## config.mk

```make
export PLATFORM = sky130hd
export DESIGN_NAME = bin_to_bcd
export DESIGN_NICKNAME = d
export VERILOG_FILES = /design/src/rtl/bin_to_bcd_pkg.sv /design/src/rtl/bin_to_bcd_digit_adj.sv /design/src/rtl/bin_to_bcd.sv
export SDC_FILE = /design/constraint.sdc
export NUM_CORES = 1
export LEC_CHECK = 0
export CAP_MARGIN = 25
export CORE_ASPECT_RATIO = 1.25
export CORE_UTILIZATION = 45
export CTS_CLUSTER_DIAMETER = 120
export DETAILED_ROUTE_END_ITERATION = 7
export PLACE_DENSITY = 0.68
export SYNTH_ARGS = -nofsm -noshare
export SYNTH_HDL_FRONTEND = slang
export SYNTH_SLANG_ARGS = --single-unit
```

## constraint.sdc

```tcl
create_clock -name clock -period 2.3 [get_ports clock]
set_clock_uncertainty 0.15 [all_clocks]
set_input_delay 0.46 -clock clock [delete_from_list [all_inputs] [get_ports clock]]
set_output_delay 0.46 -clock clock [all_outputs]
set_load 0.01 [all_outputs]
```

## src/rtl/bin_to_bcd_pkg.sv

```systemverilog
// Shared defaults, FSM state type and counter sizing helper for the binary-to-BCD converter.
package bin_to_bcd_pkg;

    localparam int BIN_W_DEF  = 14;
    localparam int DIGITS_DEF = 4;

    typedef enum logic [1:0] {
        IDLE,
        SHIFT,
        DONE
    } state_t;

    // Smallest w with 2**w >= n+1, i.e. ceil(log2(n+1)).
    function automatic int cnt_width(input int n);
        int w;
        w = 0;
        while ((1 << w) < (n + 1)) begin
            w = w + 1;
        end
        return w;
    endfunction

endpackage

```

## src/rtl/bin_to_bcd_digit_adj.sv

```systemverilog
// Double-dabble digit correction: a BCD digit of 5 or more gets +3 ahead of the left shift.
module bcd_digit_adj
    import bin_to_bcd_pkg::*;
(
    input  logic [3:0] i_digit,
    output logic [3:0] o_digit
);

    assign o_digit = (i_digit >= 4'd5) ? (i_digit + 4'd3) : i_digit;

endmodule

```

## src/rtl/bin_to_bcd.sv

```systemverilog
// Sequential binary to packed BCD converter (shift-add-3) with a valid/ready request port.
// Build option BCD_SATURATE_EN: an overflowing value is presented as all nines instead of mod 10^DIGITS.
module bin_to_bcd
    import bin_to_bcd_pkg::*;
#(
    parameter int BIN_W  = BIN_W_DEF,
    parameter int DIGITS = DIGITS_DEF
) (
    input  logic                  clock,
    input  logic                  reset,
    input  logic                  in_valid,
    output logic                  in_ready,
    input  logic [BIN_W-1:0]      bin,
    output logic                  out_valid,
    output logic [4*DIGITS-1:0]   bcd,
    output logic                  overflow
);

    // Scratch holds one extra BCD digit above the presented ones to catch overflow.
    localparam int SW = 4 * (DIGITS + 1) + BIN_W;
    localparam int CW = cnt_width(BIN_W);

    state_t                r_state;
    state_t                w_next;
    logic [SW-1:0]         r_scratch;
    logic [SW-1:0]         w_adjusted;
    logic [SW-1:0]         w_shifted;
    logic                  w_unused_msb;
    logic [CW-1:0]         r_cnt;
    logic                  w_last;
    logic [4*DIGITS-1:0]   w_bcd_low;
    logic [4*DIGITS-1:0]   w_bcd_sel;
    logic                  w_ovf;
    logic [4*DIGITS-1:0]   r_bcd;
    logic                  r_ovf;

    function automatic logic [4*DIGITS-1:0] sat_bcd(input logic [4*DIGITS-1:0] low, input logic ovf);
`ifdef BCD_SATURATE_EN
        return ovf ? {DIGITS{4'h9}} : low;
`else
        logic unused_ovf;
        unused_ovf = ovf;
        return low;
`endif
    endfunction

    for (genvar g = 0; g <= DIGITS; g++) begin : g_adj
        bcd_digit_adj u_adj (
            .i_digit (r_scratch[BIN_W + 4*g +: 4]),
            .o_digit (w_adjusted[BIN_W + 4*g +: 4])
        );
    end

    assign w_adjusted[BIN_W-1:0] = r_scratch[BIN_W-1:0];
    assign w_shifted             = {w_adjusted[SW-2:0], 1'b0};
    assign w_unused_msb          = w_adjusted[SW-1];
    assign w_last                = (r_cnt == CW'(BIN_W - 1));

    assign w_bcd_low = w_shifted[BIN_W +: 4*DIGITS];
    assign w_ovf     = |w_shifted[BIN_W + 4*DIGITS +: 4];
    assign w_bcd_sel = sat_bcd(w_bcd_low, w_ovf);

    always_ff @(posedge clock) begin
        if (reset) begin
            r_state <= IDLE;
        end else begin
            r_state <= w_next;
        end
    end

    always_comb begin
        w_next    = r_state;
        in_ready  = 1'b0;
        out_valid = 1'b0;
        case (r_state)
            IDLE: begin
                in_ready = 1'b1;
                if (in_valid) begin
                    w_next = SHIFT;
                end
            end
            SHIFT: begin
                if (w_last) begin
                    w_next = DONE;
                end
            end
            DONE: begin
                out_valid = 1'b1;
                w_next    = IDLE;
            end
            default: begin
                w_next = IDLE;
            end
        endcase
    end

    always_ff @(posedge clock) begin
        if (r_state == IDLE && in_valid) begin
            r_scratch <= {{(4*(DIGITS+1)){1'b0}}, bin};
            r_cnt     <= '0;
        end else if (r_state == SHIFT) begin
            r_scratch <= w_shifted;
            r_cnt     <= r_cnt + CW'(1);
        end
    end

    // Result registers hold their value until the next completed conversion.
    always_ff @(posedge clock) begin
        if (reset) begin
            r_bcd <= '0;
            r_ovf <= 1'b0;
        end else if (r_state == SHIFT && w_last) begin
            r_bcd <= w_bcd_sel;
            r_ovf <= w_ovf;
        end
    end

    assign bcd      = r_bcd;
    assign overflow = r_ovf;

endmodule

```

# Word-level counts from Yosys, hierarchy flattened
# Index checks and enable logic that the tools add are counted.
[totals] word_cells=40 output_inout_bits=19 reg_bits=57
[op_classes] reduce_logical=6 add_sub_neg=6 muxes=12 n_lt_le_gt_ge=5 eq_ne=5
[op_table] operator="14-bit 2-to-1 mux" count=2
[op_table] operator="4-bit by 3-bit >= comparator with 1-bit output, second input constant" count=5
[op_table] operator="4-bit by 2-bit adder with 4-bit output, second input constant" count=4
[op_table] operator="4-bit 2-to-1 mux" count=4
[op_table] operator="4-bit by 1-bit adder with 4-bit output, second input constant" count=1
[op_table] operator="4-bit == test, second input constant" count=1
[op_table] operator="2-bit 2-to-1 mux" count=2
[op_table] operator="2-bit inequality test, second input constant" count=2
[op_table] operator="2-bit one-hot mux with 2 select lines" count=1
[op_table] operator="4-bit OR reduction" count=1
[op_table] operator="3-bit by 2-bit adder with 3-bit output, second input constant" count=1
[op_table] operator="3-bit 2-to-1 mux" count=1
[op_table] operator="2-bit by 1-bit == test with 1-bit output, second input constant" count=1
[op_table] operator="2-bit == test, second input constant" count=1
[op_table] operator="1-bit logical AND" count=2
[op_table] operator="2-bit logical NOT" count=1
[op_table] operator="1-bit 2-to-1 mux" count=2
[op_table] operator="2-bit AND reduction" count=1
[op_table] operator="2-bit nonzero test" count=1

# Depth between registers and ports, before layout
# Gate-level depths: netlist of run 1.
[depth] depth_word=3 ltp_mapped=7

# By module
# Synthesis of run 1 repeated with hierarchy kept, for this count alone.
[unflattened] cells_unflattened=268 hier_area_um2=2656.3
[modules_own_cells] mod="bin_to_bcd" cells_each=188 seq_area_each_um2=1281.2 instances=1 area_per_inst_um2=2149.6
[modules_own_cells] mod="bcd_digit_adj" cells_each=16 seq_area_each_um2=0.0 instances=5 area_per_inst_um2=101.3

# Least setup slack after synthesis of run 1
# Ideal clock, no wire load.
[synth_path] kind="input to register" startpoint="input port in_valid" endpoint="register r_scratch[3] (data pin)" path_slack_ns=0.587 arrival_ns=1.303 cell_stages=4 n_path_buf=2 setup_time_ns=0.260 required_ns=1.890 path_cell_list="nor3b_1 buf_2 buf_4 mux2_2"
[synth_via] elab_chain_cells=2
[synth_lines] element="start, declared" line="bin_to_bcd.sv:11" text="input logic in_valid,"
[synth_lines] element="1-bit logical AND" line="bin_to_bcd.sv:98" text="if (r_state == IDLE && in_valid) begin"
[synth_lines] element="14-bit 2-to-1 mux" line="bin_to_bcd.sv:98"
[synth_lines] element="end signal, assigned" line="bin_to_bcd.sv:99" text="r_scratch <= {{(4*(DIGITS+1)){1'b0}}, bin};"
[synth_lines] element="end signal, assigned" line="bin_to_bcd.sv:102" text="r_scratch <= w_shifted;"
[synth_lines] element="end, declared" line="bin_to_bcd.sv:25" text="logic [SW-1:0] r_scratch;"
# No other way between the ends.
# A chain may end at the register's enable or synchronous reset.

# Final worst setup path of run 1
[layout_path] startpoint="register r_state[1]" endpoint="output port out_valid"
[layout_via] elab_chain_cells=2
[layout_lines] element="start, declared" line="bin_to_bcd.sv:23" text="state_t r_state;"
[layout_lines] element="start signal, assigned" line="bin_to_bcd.sv:67" text="r_state <= w_next;"
[layout_lines] element="2-bit == test" line="bin_to_bcd.sv:75" text="case (r_state)"
[layout_lines] element="1-bit 2-to-1 mux" line="bin_to_bcd.sv:75"
[layout_lines] element="end, declared" line="bin_to_bcd.sv:14" text="output logic out_valid,"
# No other way between the ends.

==> out/metrics.cfg, run 1 <==
[global_route]
grt_max_degree = 41
grt_pass1_wl_um = 8180
grt_pass1_vias = 1736
grt-ovfl-total = 0
grt_use_total = 0.174
antenna_found_initial = 0

[sta]
finalCritPeriodShare = 0.881
hold_slack_ns = 0.320
worst_slack_ns = 0.273
slew_headroom = 0.612
max_freq_ghz = 0.493
finalSetupViolCount = 0
drv_slew = 0
tns_ns = 0
rsz0062_at_grt = no
min_period_ns = 2.03
tightest_slew_ns = 0.582
hold_viol_final = 0

[min_path]
hp-class = reg2reg
min_from = r_scratch[31]
hold_depth = 2
hold_end = r_scratch[31]

[setup_path]
critPathTopFamily = buffers and inverters
crit_type = reg2out
cpPeakStageDelay_ns = 0.55
start_kind = flip-flop
path_cells = nor2b_1 -> clkdlybuf4s50_1
r2r_end = bcd[5]
path_max_fanout = 5
crit_required_ns = 1.69
crit_buf_inv = 1
regToRegSetupSlack_ns = 0.52
regToRegStartpoint = r_cnt[0]
end_kind = primary output
rr_worst_depth = 4
worst_path_max_delay_cell = clkdlybuf4s50_1
arrival_ns = 1.42

[outcome]
outcome = finished, final reports clean

[synth]
avgSynthCellArea_um2 = 10.3
synthCells = 255
seq_area_frac_synth = 0.487
synth-edff-count = 14
synth_most_common_cell = dfxtp_1
synth.top_cell.area_share = 0.327
synth_cell_types = 34
synth_warnings = 0
syn_nets = 284
synth_largest_area_cell = dfxtp_1
netlist_top_cells_area = dfxtp_1 (33%), edfxtp_1 (16%), mux2_2 (7.7%), ha_1 (5.7%), o22ai_1 (3.8%)
ys.flop_type = dfxtp_1
synth_async_sr_flop_share = 0
synth-seq-cells = 57
synth.top_cells.by_count = dfxtp_1 (43), nand2_1 (24), mux2_2 (18)
syn_area_um2 = 2630

[pwr]
p_switching_w = 0.000548
seqPwrFrac = 0.527
p_comb_frac = 0.133
power_w = 0.00218
switching_share = 0.251
leakage_nw = 1.11
p_per_area_nw_per_um2 = 680
p_int_w = 0.00164
ir_worst_vdd_v = 0.000489
clockPowerShare = 0.340

[floorplanning]
num_rows = 30
die_w_um = 70.4
ios = 36
core_region_area_um2 = 5520
dieArea_um2 = 6160
fp.dieH_um = 87.5
initial_core_util = 0.477

[clock_network]
cts.clk_slew.worst_paths_ns = 0.06
cts_tree = yes
postCtsHoldBufs = 0
insertion_delay_ns = 0.33
cts_resized = 0
cts_buffers = 9
htreeDepth = 3
cts.sinks = 57
cts_root_buffer = clkbuf_8
clk_path_buf_depth = 2
post_cts_buffers = 0

[placement]
place_ws_ns = 0.0601
io_buffers = 35
gp_congestion = 0.773
dp_hpwl_um = 3270

[routing]
viasPerCell = 5.34
dr.pass1.iters = 4
dr.first_iter.drc_count = 101
drc_errors = 0
vias = 1937
post_drt_wl_per_cell_um = 13.1
drt_wl_total_um = 4760
ant_nets = 0

[finish]
antennaDiodeCount = 0
layout-drive-gt1-share = 0.171
finalNetCount = 324
area_delta_synth_final_pct = 22.0

[run]
max_cap_violations = 0

[metrics by stage]
stage	util	area (µm²)	instances
after detailed placement	0.555	3060	348
after CTS	0.582	3210	363
after floorplan	-	2630	255
after global placement	0.555	3060	348
final	0.582	3210	363
after global routing	0.582	3210	363
[per-layer routing]
layer / up-vias / track usage / routed length (µm)
met5: - / 0 / 0
met4: 0 / 0.0818 / 93
met3: 11 / 0.0451 / 214
met2: 43 / 0.280 / 2290
met1: 902 / 0.219 / 2170
li1: 981 / - / -
[layout by cell type (no fill, tap or decap), drive strengths merged, types with 6 or more instances in the layout]
master         instances
edfxtp                14
clkbuf                14
mux2                  18
nand2b                14
nand2                 24
a21oi                 11
o21ai                 12
dfxtp                 43
xnor2                  6
o22ai                 24
ha                    12
inv                   13
clkdlybuf4s50         35
nor3b                  6
nor2                  15
buf                    9
[sequential cells by signal (all words and copies together) (netlist names)]
name	cells
overflow	1
r_scratch	34
bcd	16
r_state	2
r_cnt	4
[area by class of cell]
cell class | count | area, µm²
Tap cell | 64 | 80.1
Clock buffer | 14 | 143
Sequential cell | 57 | 1280
Multi-Input combinational cell | 170 | 1220
Inverter | 13 | 48.8
Fill cell | 492 | 2310
Timing Repair Buffer | 44 | 430
Clock inverter | 1 | 5.00
[worst min-delay path: cells and delay by family (launching register included)]
kind / cells / cell delay [ns]
AO/OA/AOI/OAI: 1 / 0.06
AND/OR/NAND/NOR: 1 / 0.05
flip-flops: 1 / 0.31
[worst max path at each step]
| stage | start | end | slack (ns) | cells after the start |
|---|---|---|---|---|
| floorplan | in_valid | r_scratch[3] | 0.59 | 4 |
| global placement | in_valid | r_scratch[13] | 0.11 | 5 |
| detailed placement | in_valid | r_scratch[12] | 0.06 | 5 |
| CTS | r_state[1] | out_valid | 0.25 | 2 |
| global route | r_state[1] | out_valid | 0.16 | 2 |
| finish | r_state[1] | out_valid | 0.27 | 2 |
[power groups by stage]
stage,combinational (W),clock [W],sequential [W]
after floorplan,0.000214,0,0.00116
after global placement,0.000286,0,0.00117
after detailed placement,0.000295,0,0.00117
after CTS,0.000295,0.000759,0.00115
after global routing,0.000329,0.000805,0.00116
final,0.000291,0.000742,0.00115
[logic make-up (layout without fill, tap and decap cells)]
kind of cell / count (synthesis) / count (layout) / share of synthesized area
AND/OR/NAND/NOR: 73 / 73 / 0.144
AO/OA/AOI/OAI: 57 / 57 / 0.151
flip-flops: 57 / 57 / 0.487
buffers and inverters: 28 / 72 / 0.0509
multiplexers: 20 / 20 / 0.0846
adder cells (fa/ha/maj): 12 / 12 / 0.0570
XOR/XNOR: 8 / 8 / 0.0266
No activity file was read; power rests on OpenSTA's default activity.
==> inputs of run 2 (changes only) <==
--- a/config.mk
+++ b/config.mk
@@ -10,7 +10,7 @@
 export CORE_UTILIZATION = 45
 export CTS_CLUSTER_DIAMETER = 120
 export DETAILED_ROUTE_END_ITERATION = 7
-export PLACE_DENSITY = 0.68
+export PLACE_DENSITY = 0.7
 export SYNTH_ARGS = -nofsm -noshare
 export SYNTH_HDL_FRONTEND = slang
 export SYNTH_SLANG_ARGS = --single-unit
==> constraint.sdc (replaced) <==
create_clock -name clock -period 1.72 [get_ports clock]
set_clock_uncertainty 0.15 [all_clocks]
set_input_delay 0.344 -clock clock [delete_from_list [all_inputs] [get_ports clock]]
set_output_delay 0.344 -clock clock [all_outputs]
set_load 0.01 [all_outputs]
==> run 2 against run 1 <==
Setup slack worse by 0.25 ns. Routed wire length is 9.7% higher. Final area is 8.8% higher. Clock power is 36% higher. Non-clock buffer count is 16 higher. Global-route usage is 0.58 points higher. Critical path depth is 3 higher. Register-to-register slack worse by 0.44 ns. Sequential share of layout area is 3.1 points lower. Worst hold slack worse by 0.0021 ns. Combinational power is 71% higher.
==> out/metrics.cfg, run 2 (same netlist as run 1, synthesis figures left out) <==
[min_path]
hold_end = r_scratch[31]
hp-class = reg2reg
hold_depth = 2  ; unchanged
min_from = r_scratch[31]

[setup_path]
r2r_end = r_scratch[28]
crit_type = in2reg
arrival_ns = 1.63  ; +0.21 ns
path_max_fanout = 8  ; +3
rr_worst_depth = 6  ; +2
start_kind = input pin
regToRegSetupSlack_ns = 0.08  ; -0.44 ns
crit_required_ns = 1.65  ; -0.04 ns
regToRegStartpoint = r_scratch[27]
end_kind = flip-flop

[finish]
stdcell_count = 380  ; +4.7%
layout-drive-gt1-share = 0.269  ; +0.0984
mostFrequentLayoutCells = dfxtp_1 (38), nand2_1 (24), clkdlybuf4s50_1 (21)
post-route-util = 0.633  ; +0.0515
regMostFlops = r_scratch
final_common_cell = dfxtp_1
area_delta_synth_final_pct = 32.7
finalNetCount = 340  ; +4.9%
antennaDiodeCount = 0  ; unchanged
largest_reg_flops = 34  ; unchanged

[sta]
max_freq_ghz = 0.590
finalSetupViolCount = 0  ; unchanged
rsz0062_at_grt = yes
min_period_ns = 1.70
drv_slew = 0  ; unchanged
slew_headroom = 0.792  ; +0.180
worst_slack_ns = 0.0245  ; -0.248 ns
hold_viol_final = 0  ; unchanged
tightest_slew_ns = 0.312  ; -0.270 ns
hold_slack_ns = 0.318  ; -0.00210 ns
finalCritPeriodShare = 0.986

[global_route]
grt_pass1_vias = 1877  ; +8.1%
grt_use_total = 0.180  ; +0.00578
grt_max_degree = 35  ; -15%
grt_pass1_wl_um = 8570  ; +4.8%
antenna_found_initial = 0  ; unchanged
grt-ovfl-total = 0  ; unchanged

[clock_network]
htreeDepth = 3  ; unchanged
postCtsHoldBufs = 0  ; unchanged
insertion_delay_ns = 0.33  ; about the same
cts_tree = yes
cts_buffers = 9  ; unchanged
cts.sinks = 57  ; unchanged
cts_root_buffer = clkbuf_8
cts.clk_slew.worst_paths_ns = 0.06  ; about the same
clk_path_buf_depth = 2  ; unchanged

[floorplanning]
initial_core_util = 0.477  ; unchanged
num_rows = 30  ; unchanged
dieArea_um2 = 6160  ; unchanged
core_region_area_um2 = 5520  ; unchanged
fp.dieH_um = 87.5  ; unchanged
ios = 36  ; unchanged
die_w_um = 70.4  ; unchanged

[routing]
viasPerCell = 5.25  ; -1.6%
dr.pass1.iters = 4  ; unchanged
post_drt_wl_per_cell_um = 13.8  ; +4.8%
vias = 1996  ; +3.0%
drc_errors = 0  ; unchanged
dr.first_iter.drc_count = 97  ; -4.0%
ant_nets = 0  ; unchanged
drt_wl_total_um = 5230  ; +9.7%

[run]
max_cap_violations = 0  ; unchanged

[placement]
dp_hpwl_um = 3480  ; +6.6%
io_buffers = 35  ; unchanged
gp_congestion = 0.781  ; +0.97%
placed_cells = 359  ; +3.2%
place_ws_ns = -0.264  ; -0.324 ns

[pwr]
leakage_nw = 1.45  ; +30%
p_per_area_nw_per_um2 = 872  ; +28%
ir_worst_vdd_v = 0.000798  ; +63%

[outcome]
outcome = finished, final reports clean

[run 2: worst max-delay path by stage]
stage	startpoint	to	slack, ns	depth (start not counted)
2_1_floorplan	r_state[0]	r_scratch[0]	0.1	4
3_3_place_gp	in_valid	r_scratch[11]	-0.25	6
3_5_place_dp	in_valid	r_scratch[12]	-0.26	6
4_1_cts	r_scratch[23]	bcd[10]	0.00003	6
5_1_grt	in_valid	r_scratch[17]	-0.003	8
6_report	in_valid	r_scratch[11]	0.02	5
[run 2: through the flow]
| stage | setup TNS, ns | instance area [µm²] | power, W |
|---|---|---|---|
| 2_1_floorplan | 0 | 2630 | 0.00184 |
| 3_3_place_gp | -8.64 | 3170 | 0.00199 |
| 3_5_place_dp | -9.46 | 3170 | 0.00201 |
| 4_1_cts | 0 | 3320 | 0.00301 |
| 5_1_grt | -0.00529 | 3490 | 0.00320 |
| 6_report | 0 | 3490 | 0.00305 |
[run 2: what timing repair did]
action | in CTS | in global routing
gates resized for setup | 6 | 31
endpoints found under the setup margin | 5 | 35
buffers inserted | 0 | 3
cloned | 0 | 2
pin swaps | 0 | 6
[run 2: layer usage]
layer / part of all wire / GRT usage / vias to the layer above / routed length [µm]
met3: 0.030 / 0.0324 / 12 / 158
met2: 0.48 / 0.295 / 42 / 2530
met1: 0.45 / 0.220 / 925 / 2380
li1: - / - / 1017 / -
met5: 0 / 0 / - / 0
met4: 0.030 / 0.109 / 0 / 155
[run 2: area by class of cell]
class | count | area (µm²)
tap | 64 | 80.1
multi-input combinational | 170 | 1290
clock buffer | 11 | 131
timing repair buffer | 60 | 631
sequential | 57 | 1290
inverter | 13 | 48.8
clock inverter | 5 | 22.5
fill | 460 | 2020
[run 2: worst max-delay path, cell delays in order]
cell             delay (ns)
clkdlybuf4s50_1        0.46
nor3b_4                0.19
buf_4                  0.17
clkbuf_16              0.15
mux2_2                 0.32
[run 2: report_power, final]
part           switching [W]  total [W]  leakage (nW)  internal, W
sequential         0.0000607    0.00154         0.489      0.00148
combinational       0.000228   0.000497         0.882     0.000269
clock               0.000505    0.00101        0.0819     0.000505
==> inputs of run 3 (changes only) <==
--- a/config.mk
+++ b/config.mk
@@ -10,7 +10,7 @@
 export CORE_UTILIZATION = 45
 export CTS_CLUSTER_DIAMETER = 120
 export DETAILED_ROUTE_END_ITERATION = 7
-export PLACE_DENSITY = 0.7
+export PLACE_DENSITY = 0.68
 export SYNTH_ARGS = -nofsm -noshare
 export SYNTH_HDL_FRONTEND = slang
 export SYNTH_SLANG_ARGS = --single-unit
==> constraint.sdc (replaced) <==
create_clock -name clock -period 2.1 [get_ports clock]
set_clock_uncertainty 0.15 [all_clocks]
set_input_delay 0.42 -clock clock [delete_from_list [all_inputs] [get_ports clock]]
set_output_delay 0.42 -clock clock [all_outputs]
set_load 0.01 [all_outputs]
==> run 3 against run 2 <==
Sequential share of layout area is 2.2 points higher. Non-clock buffer count decreased by 14. Flip-flop and latch count did not move. Die area unchanged. Via count down 4.7%. Largest cell class is now sequential cells. Critical path type is now reg2out. Final area fell by 6.2%. Global-route usage down 0.68 points. Sequential power fell by 18%. Critical path depth shrank 3. Worst hold slack gained 0.0071 ns.
==> out/metrics.cfg, run 3 (same netlist as run 1, synthesis figures left out) <==
[setup_path]
regToRegStartpoint = r_cnt[0]
rr_worst_depth = 4  ; -2
crit_buf_inv = 1  ; -2
start_kind = flip-flop
regToRegSetupSlack_ns = 0.30  ; +0.22 ns
path_max_fanout = 5  ; -3
crit_type = reg2out
arrival_ns = 1.43  ; -0.20 ns
crit_required_ns = 1.53  ; -0.12 ns
end_kind = primary output
cpPeakStageDelay_ns = 0.54  ; +0.08 ns
worst_path_max_delay_cell = clkdlybuf4s50_1
critPathTopFamily = buffers and inverters
path_cells = nor2b_1 -> clkdlybuf4s50_1
r2r_end = bcd[5]

[clock_network]
postCtsHoldBufs = 0  ; unchanged
cts_tree = yes
post_cts_buffers = 0  ; unchanged
cts_root_buffer = clkbuf_8
clk_path_buf_depth = 2  ; unchanged
cts_resized = 0  ; -6
insertion_delay_ns = 0.33  ; about the same
cts.clk_slew.worst_paths_ns = 0.06  ; about the same
cts_buffers = 9  ; unchanged
cts.sinks = 57  ; unchanged
htreeDepth = 3  ; unchanged

[routing]
viasPerCell = 5.20  ; -1.0%
post_drt_wl_per_cell_um = 13.2  ; -4.3%
vias = 1903  ; -4.7%
drt_wl_total_um = 4820  ; -7.8%
drc_errors = 0  ; unchanged
ant_nets = 0  ; unchanged
dr.pass1.iters = 4  ; unchanged
dr.first_iter.drc_count = 99  ; +2.1%

[placement]
dp_hpwl_um = 3410  ; -2.0%
placed_area_um2 = 3090  ; -2.5%
io_buffers = 35  ; unchanged
gp_congestion = 0.736  ; -5.8%

[floorplanning]
ios = 36  ; unchanged
dieArea_um2 = 6160  ; unchanged
fp.dieH_um = 87.5  ; unchanged
core_region_area_um2 = 5520  ; unchanged
die_w_um = 70.4  ; unchanged
num_rows = 30  ; unchanged
initial_core_util = 0.477  ; unchanged

[pwr]
p_int_w = 0.00195  ; -13%
power_w = 0.00257  ; -16%
p_comb_frac = 0.127  ; -0.036
p_per_area_nw_per_um2 = 783  ; -10%
switching_share = 0.240  ; -0.0207
ir_worst_vdd_v = 0.000549  ; -31%
leakage_nw = 1.15  ; -21%
seqPwrFrac = 0.491  ; -0.015
p_switching_w = 0.000616  ; -22%
clockPowerShare = 0.381  ; +0.049

[global_route]
grt_pass1_vias = 1798  ; -4.2%
grt_use_total = 0.173  ; -0.00685
grt_pass1_wl_um = 8160  ; -4.8%
grt-ovfl-total = 0  ; unchanged
antenna_found_initial = 0  ; unchanged
grt_max_degree = 25  ; -29%

[sta]
max_freq_ghz = 0.501
finalCritPeriodShare = 0.950
tightest_slew_ns = 0.578  ; +0.266 ns
hold_slack_ns = 0.325  ; +0.00707 ns
finalSetupViolCount = 0  ; unchanged
tns_ns = 0  ; unchanged
drv_slew = 0  ; unchanged
slew_headroom = 0.615  ; -0.177
rsz0062_at_grt = no
hold_viol_final = 0  ; unchanged
min_period_ns = 2.00

[finish]
mostFrequentLayoutCells = dfxtp_1 (43), clkdlybuf4s50_1 (35), nand2_1 (24)
layout-drive-gt1-share = 0.182  ; -0.0869
design_area_um2 = 3280  ; -6.2%
regMostFlops = r_scratch
area_delta_synth_final_pct = 24.5
final_common_cell = dfxtp_1
largest_reg_flops = 34  ; unchanged
finalNetCount = 326  ; -4.1%
antennaDiodeCount = 0  ; unchanged

[min_path]
hp-class = reg2reg
hold_depth = 2  ; unchanged
hold_end = r_scratch[14]
min_from = r_scratch[13]

[run]
max_cap_violations = 0  ; unchanged

[outcome]
outcome = finished, final reports clean

run 3: cell types whose count changed in the layout (fill, tap and decap cells not counted), sizes merged:
cell and delta:
clkbuf -1, dlymetal6s2s -10, clkinv -2, dlygate4sd2 -4, bufinv +1, buf -12
clkdlybuf4s50 +14
run 3: stage by stage:
stage               utilization  setup slack (ns)  std cells
finish                    0.594             0.104        366
global route              0.594            0.0106        366
CTS                       0.594            0.0832        366
detailed placement        0.560            0.0143        350
global placement          0.560            0.0546        350
floorplan                     -             0.427        255
run 3: worst max-delay path by stage:
stage,start,endpoint,slack [ns],cells after the start
finish,r_state[1],out_valid,0.10,2
global route,r_state[1],out_valid,0.01,2
CTS,r_state[1],out_valid,0.08,2
detailed placement,in_valid,r_scratch[5],0.01,6
global placement,in_valid,r_scratch[6],0.05,6
floorplan,in_valid,r_scratch[3],0.43,4
run 3: worst reg2reg max path: stages, from the launching register on:
cell and delay, ns:
dfxtp_1 0.40, ha_1 0.17, nand3_1 0.15, or3_1 0.60
o22ai_2 0.25
run 3: metal layers:
layer  GRT usage  part of all wire
met5           0                 0
met3      0.0451             0.029
met1       0.212              0.47
met4      0.0764             0.015
met2       0.287              0.48
run 3: final cells by class:
type / instances / area, µm²
Sequential cell: 57 / 1280
Clock inverter: 4 / 42.5
Clock buffer: 12 / 145
Fill cell: 493 / 2240
Inverter: 13 / 48.8
Tap cell: 64 / 80.1
Multi-Input combinational cell: 170 / 1220
Timing Repair Buffer: 46 / 458
run 3: power groups by stage:
stage	clock [W]	combinational, W	sequential [W]
after floorplan	0	0.000235	0.00127
after global placement	0	0.000324	0.00128
after detailed placement	0	0.000333	0.00128
after CTS	0.00101	0.000332	0.00126
after global routing	0.00106	0.000368	0.00127
final	0.000978	0.000327	0.00126
